===== config.mk =====
export PLATFORM = sky130hd
export DESIGN_NAME = borrow_sel_subtractor
export DESIGN_NICKNAME = d
export VERILOG_FILES = /design/src/rtl/arith_pkg.sv /design/src/rtl/half_sub.sv /design/src/rtl/borrow_sel_subtractor.sv
export SDC_FILE = /design/constraint.sdc
export NUM_CORES = 1
export LEC_CHECK = 0
export ABC_AREA = 0
export BUFFER_PORTS_ARGS = -buffer_cell sky130_fd_sc_hd__buf_4
export CAP_MARGIN = 20
export CORE_MARGIN = 4
export CORE_UTILIZATION = 60
export CTS_BUF_LIST = sky130_fd_sc_hd__clkbuf_4
export DETAILED_ROUTE_END_ITERATION = 10
export GPL_TIMING_DRIVEN = 0
export PLACE_DENSITY = 0.95
export SLEW_MARGIN = 0
export SYNTH_ARGS = -nofsm -noshare
export SYNTH_HDL_FRONTEND = slang
export SYNTH_SLANG_ARGS = --single-unit

===== constraint.sdc =====
create_clock -name clk -period 5.4 [get_ports clk]
set_input_delay 0.81 -clock clk [delete_from_list [all_inputs] [get_ports clk]]
set_output_delay 0.81 -clock clk [all_outputs]
set_load 0.01 [all_outputs]

===== src/rtl/arith_pkg.sv =====
// Shared arithmetic constants and helpers for the borrow-select subtractor.
// Holds the default operand width and the half-width split used by stage 1.
package arith_pkg;

    localparam int WIDTH_DEF = 16;

    function automatic int half_width(input int w);
        return w / 2;
    endfunction

endpackage


===== src/rtl/half_sub.sv =====
// H-bit subtractor with borrow-in and borrow-out.
// Used for the low half and for both high-half candidates.
module half_sub #(
    parameter int H = 8
) (
    input  logic [H-1:0] a_i,
    input  logic [H-1:0] b_i,
    input  logic         bin_i,
    output logic [H-1:0] d_o,
    output logic         bout_o
);

    logic [H:0] r;

    // one extra bit captures the borrow as the sign of the wide result
    always_comb begin
        r = {1'b0, a_i} - {1'b0, b_i} - {{H{1'b0}}, bin_i};
    end

    assign d_o    = r[H-1:0];
    assign bout_o = r[H];

endmodule


===== src/rtl/borrow_sel_subtractor.sv =====
// Two-stage borrow-select subtractor: diff = a - b, bout = (a < b).
// Optional macro BORROW_SEL_OVF_EN adds a pipelined signed-overflow output ovf.
module borrow_sel_subtractor
    import arith_pkg::*;
#(
    parameter int WIDTH = WIDTH_DEF
) (
    input  logic             clk,
    input  logic             rst,
    input  logic             in_valid,
    output logic             in_ready,
    input  logic [WIDTH-1:0] a,
    input  logic [WIDTH-1:0] b,
    output logic             out_valid,
    input  logic             out_ready,
    output logic [WIDTH-1:0] diff,
    output logic             bout
`ifdef BORROW_SEL_OVF_EN
    ,
    output logic             ovf
`endif
);

    localparam int H = half_width(WIDTH);

    logic         adv;
    logic         acc;

    logic [H-1:0] lo_d, hi0_d, hi1_d;
    logic         lb_d, hb0_d, hb1_d;

    logic         s1_valid_q;
    logic [H-1:0] lo_q, hi0_q, hi1_q;
    logic         lb_q, hb0_q, hb1_q;

    logic [H-1:0] sel_hi;
    logic         sel_b;

    logic             out_valid_q;
    logic [WIDTH-1:0] diff_q;
    logic             bout_q;

    half_sub #(.H(H)) u_lo (
        .a_i    (a[H-1:0]),
        .b_i    (b[H-1:0]),
        .bin_i  (1'b0),
        .d_o    (lo_d),
        .bout_o (lb_d)
    );

    half_sub #(.H(H)) u_hi0 (
        .a_i    (a[WIDTH-1:H]),
        .b_i    (b[WIDTH-1:H]),
        .bin_i  (1'b0),
        .d_o    (hi0_d),
        .bout_o (hb0_d)
    );

    half_sub #(.H(H)) u_hi1 (
        .a_i    (a[WIDTH-1:H]),
        .b_i    (b[WIDTH-1:H]),
        .bin_i  (1'b1),
        .d_o    (hi1_d),
        .bout_o (hb1_d)
    );

    // output stage can take new data when empty or being drained
    assign adv      = !out_valid_q || out_ready;
    assign in_ready = !s1_valid_q || adv;
    assign acc      = in_valid && in_ready;

    // low borrow picks the matching high-half candidate
    always_comb begin
        sel_hi = lb_q ? hi1_q : hi0_q;
        sel_b  = lb_q ? hb1_q : hb0_q;
    end

`ifdef BORROW_SEL_OVF_EN
    logic a_msb_q, b_msb_q;
    logic ovf_d, ovf_q;

    // signed overflow: operand signs differ and result sign differs from a
    always_comb begin
        ovf_d = (a_msb_q != b_msb_q) && (sel_hi[H-1] != a_msb_q);
    end
`endif

    // stage 1: register low difference and both high candidates
    always_ff @(posedge clk) begin
        if (rst) begin
            s1_valid_q <= 1'b0;
        end else if (in_ready) begin
            s1_valid_q <= in_valid;
        end
        if (acc) begin
            lo_q  <= lo_d;
            lb_q  <= lb_d;
            hi0_q <= hi0_d;
            hb0_q <= hb0_d;
            hi1_q <= hi1_d;
            hb1_q <= hb1_d;
`ifdef BORROW_SEL_OVF_EN
            a_msb_q <= a[WIDTH-1];
            b_msb_q <= b[WIDTH-1];
`endif
        end
    end

    // stage 2: register the selected candidate as the result
    always_ff @(posedge clk) begin
        if (rst) begin
            out_valid_q <= 1'b0;
            diff_q      <= '0;
            bout_q      <= 1'b0;
`ifdef BORROW_SEL_OVF_EN
            ovf_q       <= 1'b0;
`endif
        end else if (adv) begin
            out_valid_q <= s1_valid_q;
            if (s1_valid_q) begin
                diff_q <= {sel_hi, lo_q};
                bout_q <= sel_b;
`ifdef BORROW_SEL_OVF_EN
                ovf_q  <= ovf_d;
`endif
            end
        end
    end

    assign out_valid = out_valid_q;
    assign diff      = diff_q;
    assign bout      = bout_q;
`ifdef BORROW_SEL_OVF_EN
    assign ovf       = ovf_q;
`endif

endmodule


==> results.py, run 1 <==
metrics = {
    "route": {
        "vias": 1820,
        "viasPerCell": 5.38,
        "wl_um": 4500,
        "drtAntennaViolNets": 0,
        "drt-initial-drc-count": 79,
        "routedWlPerCell_um": 13.3,
        "dr.pass1.iters": 4,
        "drc": 0,
    },
    "global_routing": {
        "grt_pass1_vias": 1809,
        "grt_pass1_wl_um": 7380,
        "antenna_found_initial": 0,
        "grt_max_degree": 28,
        "track_usage_pct": 18.5,
        "gr-total-overflow": 0,
    },
    "placement": {
        "dp_hpwl_um": 3490,
        "gp_congestion": 0.785,
        "port_buffers": 53,
    },
    "outcome": {
        "status": "finished clean",
    },
    "clock_network": {
        "clk_pin_slew_ns": 0.12,
        "post-cts-setup-buffers": 0,
        "clock_path_buffers": 2,
        "cts_hold_buf": 0,
        "clk_latency_ns": 0.35,
        "cts_buffers": 5,
        "cts_resized": 0,
        "root_buffer": "clkbuf_4",
        "cts_sinks": 46,
        "cts_tree": "yes",
        "htree_levels": 2,
    },
    "sta": {
        "period_share_pct": 55.0,
        "grt_setup_unrepaired": "no",
        "drv_slew": 0,
        "maxSlewHeadroom_pct": 58.9,
        "setup_viol": 0,
        "max_freq_ghz": 0.336,
        "layout_min_cycle_time_ns": 2.97,
        "finalHoldViolCount": 0,
        "tightest_slew_ns": 0.617,
        "fin_tns_setup_ns": 0,
        "finClkSkew_ns": 0.00219,
    },
    "yosys": {
        "synth_top_family_by_area": "compound AO/OA/AOI/OAI gates",
        "synth_compound_area_share_pct": 12.3,
        "yosysWarnings": 0,
        "syn_nets": 283,
        "syn_area_per_cell_um2": 10.4,
        "synth_area_mm2": 0.00236,
        "synthSimpleGateAreaFrac_pct": 12.1,
        "ys_ff_latch": 46,
        "ys_types": 35,
        "synth_mux_area_share_pct": 3.81,
        "ys_seq_area_share_pct": 50.4,
        "synthCells": 228,
        "synth-adder-area-share_pct": 10.7,
        "synth_xor_area_share_pct": 5.50,
    },
    "setup_path": {
        "cp.required_ns": 5.62,
        "worstPathArrival_ns": 3.19,
        "start_kind": "input port",
        "path_class": "input port to register",
        "crit_path_end_kind": "register",
        "cp_max_fo": 4,
    },
    "die": {
        "dieArea_mm2": 0.00501,
        "io_pins": 55,
        "dieHeight_um": 70.8,
        "initial_core_util_pct": 63.2,
        "core_area_mm2": 0.00374,
        "row_count": 22,
        "die_x_um": 70.8,
    },
    "power": {
        "intPower_uw": 610,
        "p_leak_uw": 0.00134,
        "power.net_switching_uw": 208,
        "powerDensity_mw_per_mm2": 279,
        "p_clk_share_pct": 25.1,
        "combPwrFrac_pct": 22.3,
        "sw_frac_of_total_pct": 25.5,
        "p_seq_share_pct": 52.6,
        "worst_ir_drop_vdd_mv": 0.111,
    },
    "layout": {
        "multiInputGateArea_mm2": 0.00105,
        "drive_above_1_share_pct": 23.1,
        "fillerInstances": 264,
        "seq_area_mm2": 0.00119,
        "fin_util_pct": 78.3,
        "final_common_cell": "buf_4",
        "antenna_cells": 0,
        "layout_common_cells": "buf_4 (53), edfxtp_1 (27), inv_1 (26), nand2_1 (22), dfxtp_1 (19)",
        "fin_nets": 344,
        "synthToLayoutAreaGrowth_pct": 24.0,
    },
    "flow_run": {
        "cap_violations": 0,
    },
    "hold_path": {
        "min_path_type": "register to register",
    },
}
==> worst max-delay path, stage by stage <==
cell and delay, ns:
buf_4 0.07, inv_1 0.03, ha_1 0.21, fa_1 0.40, nand2b_1 0.18, a21oi_1 0.19, o311a_1 0.19, nor3_1 0.10
or4_4 0.58, o32a_1 0.31, a21oi_1 0.12
==> synthesized netlist by cell type <==
master,n,area [µm²]
or2_2,2,12.5
buf_1,1,3.75
nor3_1,3,15.0
a21o_1,3,22.5
or4_4,1,11.3
xnor2_1,5,43.8
nand2_1,22,82.6
nand3_1,2,10.0
a31oi_1,1,6.26
o311a_1,1,10.0
mux2i_1,9,90.1
a21bo_1,1,10.0
o22a_1,1,8.76
xor2_2,1,16.3
edfxtp_1,27,811
or3_1,1,6.26
a211oi_1,10,75.1
nand2b_1,5,31.3
nor2b_1,5,31.3
inv_1,26,97.6
ha_1,17,213
fa_1,2,40.0
or2_4,1,8.76
dfxtp_1,19,380
xor2_1,8,70.1
o2111ai_1,1,8.76
o31ai_1,1,7.51
nor2_1,17,63.8
and2_1,1,6.26
nor4_1,1,6.26
clkbuf_1,6,22.5
o32a_1,1,10.0
a21boi_0,1,7.51
o21ai_0,7,35.0
a21oi_1,18,90.1
==> flip-flops by register name (all words and copies together), names as in the netlist <==
signal / count
bout: 1
diff: 16
hb0_q: 1
hb1_q: 1
hi0_q: 8
hi1_q: 8
lb_q: 1
lo_q: 8
out_valid: 1
s1_valid_q: 1
==> per-stage QoR <==
stage	std cells	setup slack [ns]	area [µm²]	power (µW)	hold slack, ns
CTS	337	2.45	2910	822	0.465
floorplan	228	2.33	2360	557	0.471
global route	338	2.33	2930	866	0.502
finish	338	2.43	2930	818	0.467
detailed placement	329	2.08	2820	619	0.448
global placement	329	2.11	2820	606	0.442
==> layout make-up <==
type	instances	area share (%)
Sequential cell	46	40.6
Multi-Input combinational cell	149	35.8
Timing Repair Buffer	54	14.5
Inverter	26	3.33
Tap cell	48	2.05
Clock buffer	6	1.54
Clock inverter	2	1.28
Buffer	7	0.896
==> kinds of logic (layout without fill, tap and decap cells) <==
group | after synthesis | in the layout
mux | 9 | 9
flops | 46 | 46
xor+xnor | 14 | 14
compound gates | 46 | 46
buf+inv | 33 | 95
simple gates | 61 | 61
fa+ha+maj | 19 | 19
==> layer usage <==
layer  global-route usage (%)  part of all wire (%)  vias to the layer above
met2                     37.3                    57                       56
met4                     7.93                   1.9                        0
met3                     3.55                   5.9                        9
met5                        0                     0                        -
met1                     17.8                    35                      844
li1                         -                     -                      911
==> power by group through the flow <==
stage	Sequential [µW]	Clock, µW	Combinational, µW
3_3_place_gp	437	0	169
3_5_place_dp	439	0	179
2_1_floorplan	441	0	116
4_1_cts	431	209	181
5_1_grt	434	226	205
6_report	430	205	182
==> worst paths after layout <==
path,endpoint,slack (ns),start,cells after the start
hold / removal,diff[7],0.47,diff[7],2
setup reg to reg,diff[12],3.66,out_valid,6
setup / recovery,hb1_q,2.43,a[8],11
hold reg to reg,diff[7],0.47,diff[7],2
Note: power is estimated with default switching activity, not from simulation.
==> run 2: changes to the inputs <==
ABC_AREA = 1   (was 0)
CORE_UTILIZATION = 51   (was 60)
PLACE_DENSITY = 0.87   (was 0.95)
clock period = 2.7 ns   (was 5.4 ns; I/O delays follow)
==> run 2 against run 1 <==
Against the previous run:
- critical path depth is 3 higher
- power is 100% higher
- die area is 25% higher
- combinational power is 120% higher
- critical endpoint is now hi1_q[7]
- worst hold slack worse by 0.14 ns
- register-to-register slack worse by 2.6 ns
- synthesized area is 8.9% higher
- clock skew is 0.013 ns higher
- non-clock buffer count is 2 lower
- global-route usage is 3.7 points lower
- sequential cell count stayed put
- setup slack worse by 1.7 ns
==> results.py, run 2 <==
metrics = {
    "placement": {
        "port_buffers": 53,
        "dpl-instance-area_mm2": 0.00306,
        "dp_hpwl_um": 3490,
        "pre_cts_ws_ns": 0.331,
        "gp_congestion": 0.833,
    },
    "yosys": {
        "ys_seq_area_share_pct": 46.2,
        "syn_nets": 352,
        "ys_types": 29,
        "yosysWarnings": 0,
        "syn_area_per_cell_um2": 8.67,
        "synth_area_leader_cell": "edfxtp_1",
        "ys.flop_type": "edfxtp_1",
        "postSynth.asyncResetShare_pct": 0,
        "synth_common_cells": "inv_1 (57), nand2_1 (54), a21oi_1 (32)",
        "synthTopCellsByArea": "edfxtp_1 (31%), dfxtp_1 (15%), inv_1 (8.3%)",
        "synth.most_common_cell": "inv_1",
        "synth_area_mm2": 0.00258,
        "synthCells": 297,
        "synth-edff-count": 27,
        "synthDominantCellAreaShare_pct": 31.5,
        "ys_ff_latch": 46,
    },
    "sta": {
        "maxSlewHeadroom_pct": 36.2,
        "setup_viol": 0,
        "finClkSkew_ns": 0.0149,
        "drv_slew": 0,
        "fin_tns_setup_ns": 0,
        "period_share_pct": 72.9,
        "finalHoldViolCount": 0,
        "max_freq_ghz": 0.508,
        "grt_setup_unrepaired": "no",
        "layout_min_cycle_time_ns": 1.97,
        "setup_ws_ns": 0.731,
        "tightest_slew_ns": 0.956,
    },
    "clock_network": {
        "cts_buffers": 5,
        "post-cts-setup-buffers": 0,
        "cts_resized": 0,
        "clk_pin_slew_ns": 0.13,
        "root_buffer": "clkbuf_4",
        "clk_latency_ns": 0.35,
        "htree_levels": 2,
        "cts_hold_buf": 0,
        "clock_path_buffers": 2,
        "cts_sinks": 46,
        "cts_tree": "yes",
    },
    "global_routing": {
        "gr-max-usage-layer": "met2",
        "antenna_found_initial": 0,
        "use_met3_pct": 2.72,
        "grtUsageMet1_pct": 18.5,
        "grt_pass1_wl_um": 7600,
        "grt.met2_usage_pct": 25.6,
        "gr-total-overflow": 0,
        "grt_pass1_vias": 1892,
        "grt_max_degree": 28,
        "track_usage_pct": 14.8,
    },
    "route": {
        "vias": 1988,
        "viasPerCell": 4.68,
        "wl_um": 4260,
        "drc": 0,
        "drtAntennaViolNets": 0,
        "drt-initial-drc-count": 66,
        "dr.pass1.iters": 4,
        "routedWlPerCell_um": 10.0,
    },
    "power": {
        "powerDensity_mw_per_mm2": 531,
        "total_power_uw": 1670,
        "power.net_switching_uw": 462,
        "p_leak_uw": 0.00155,
        "p_clk_share_pct": 24.4,
        "sw_frac_of_total_pct": 27.7,
        "combPwrFrac_pct": 24.3,
        "worst_ir_drop_vdd_mv": 0.300,
        "intPower_uw": 1200,
        "p_seq_share_pct": 51.3,
    },
    "layout": {
        "fillerInstances": 409,
        "drive_above_1_share_pct": 22.3,
        "stdcell_area_mm2": 0.00314,
        "layout_common_cells": "inv_1 (57), nand2_1 (54), buf_4 (53), a21oi_1 (32), edfxtp_1 (27)",
        "final_common_cell": "inv_1",
        "largest_reg_flops": 16,
        "synthToLayoutAreaGrowth_pct": 21.9,
        "fin_nets": 412,
        "antenna_cells": 0,
    },
    "die": {
        "dieHeight_um": 79.1,
        "dieArea_mm2": 0.00625,
        "io_pins": 55,
        "die_x_um": 79.1,
        "initial_core_util_pct": 53.5,
        "core_area_mm2": 0.00482,
        "row_count": 25,
    },
    "setup_path": {
        "cp_max_fo": 3,
        "start_kind": "input port",
        "cpPeakStageDelay_ns": 0.44,
        "crit_path_frequent_cell": "nand2_1",
        "cp.required_ns": 2.81,
        "crit_path_end_kind": "register",
        "cp_cell_sequence": "buf_4 -> inv_1 -> ha_1 -> fa_1 -> inv_1 -> nand3_1 -> nand2_1 -> nand2_1 -> nand2_2 -> inv_1 -> nor2_4 -> nand3_1 -> nand2_1 -> nand2_1",
        "path_class": "input port to register",
        "worstPathArrival_ns": 2.08,
        "cp_slowest_cell": "fa_1",
    },
    "hold_path": {
        "min_path_type": "input port to register",
    },
    "outcome": {
        "status": "finished clean",
    },
    "flow_run": {
        "cap_violations": 0,
    },
}
## run 2: cell count changes in the layout (fill, tap and decap cells not counted), moves of 5 or more
cell      before  now
nand2_1       22   54
inv_1         26   57
a21oi_1       18   32
nand3_1        2   13
mux2i_1        9    0
nor2_1        17   25
nand2b_1       5    0
nor2b_1        5    0
## run 2: path summary, 6_finish.rpt
path / start / endpoint / cells after the start / slack (ns)
setup / recovery: a[8] / hi1_q[7] / 14 / 0.73
hold / removal: out_ready / out_valid / 4 / 0.32
setup reg to reg: out_valid / lo_q[2] / 3 / 1.05
hold reg to reg: diff[3] / diff[3] / 2 / 0.48
## run 2: metal layers
layer	vias up	share of wire (%)
li1	1074	-
met1	863	45
met2	46	49
met3	5	4.5
met4	0	1.7
met5	-	0
## run 2: stage by stage
| step | hold slack, ns | cells | utilization, % |
|---|---|---|---|
| 5_1_grt | 0.333 | 425 | 65.2 |
| 2_1_floorplan | 0.475 | 297 | - |
| 3_3_place_gp | 0.459 | 417 | 63.5 |
| 3_5_place_dp | 0.459 | 417 | 63.5 |
| 4_1_cts | 0.300 | 425 | 65.2 |
| 6_report | 0.323 | 425 | 65.2 |
## run 2: cells by family (layout without fill, tap and decap cells)
family | count (synthesis) | count (layout) | synth area share, %
AO/OA/AOI/OAI | 48 | 48 | 10.3
AND/OR/NAND/NOR | 110 | 110 | 20.4
XOR/XNOR | 10 | 10 | 3.69
flip-flops | 46 | 46 | 46.2
buffers and inverters | 64 | 125 | 9.47
adder cells (fa/ha/maj) | 19 | 19 | 9.81
## run 2: critical path: cells and delay by family
family | cells | cell delay, ns
buffers and inverters | 4 | 0.31
adders and majority gates | 2 | 0.65
and+or+nand+nor | 8 | 0.70
## run 2: power by group through the flow
stage,sequential [µW],combinational [µW],clock [µW]
detailed placement,872,409,0
global placement,870,394,0
CTS,856,410,418
floorplan,876,277,0
global route,864,466,442
finish,855,406,406
## run 2: cell type report
| cell class | count | area, µm² | share of cell area [%] |
|---|---|---|---|
| sequential | 46 | 1190 | 37.9 |
| multi-input combinational | 187 | 1140 | 36.3 |
| timing repair buffer | 53 | 398 | 12.7 |
| inverter | 58 | 218 | 6.94 |
| tap | 67 | 83.8 | 2.67 |
| clock inverter | 3 | 43.8 | 1.39 |
| clock buffer | 5 | 37.5 | 1.20 |
| buffer | 6 | 26.3 | 0.837 |
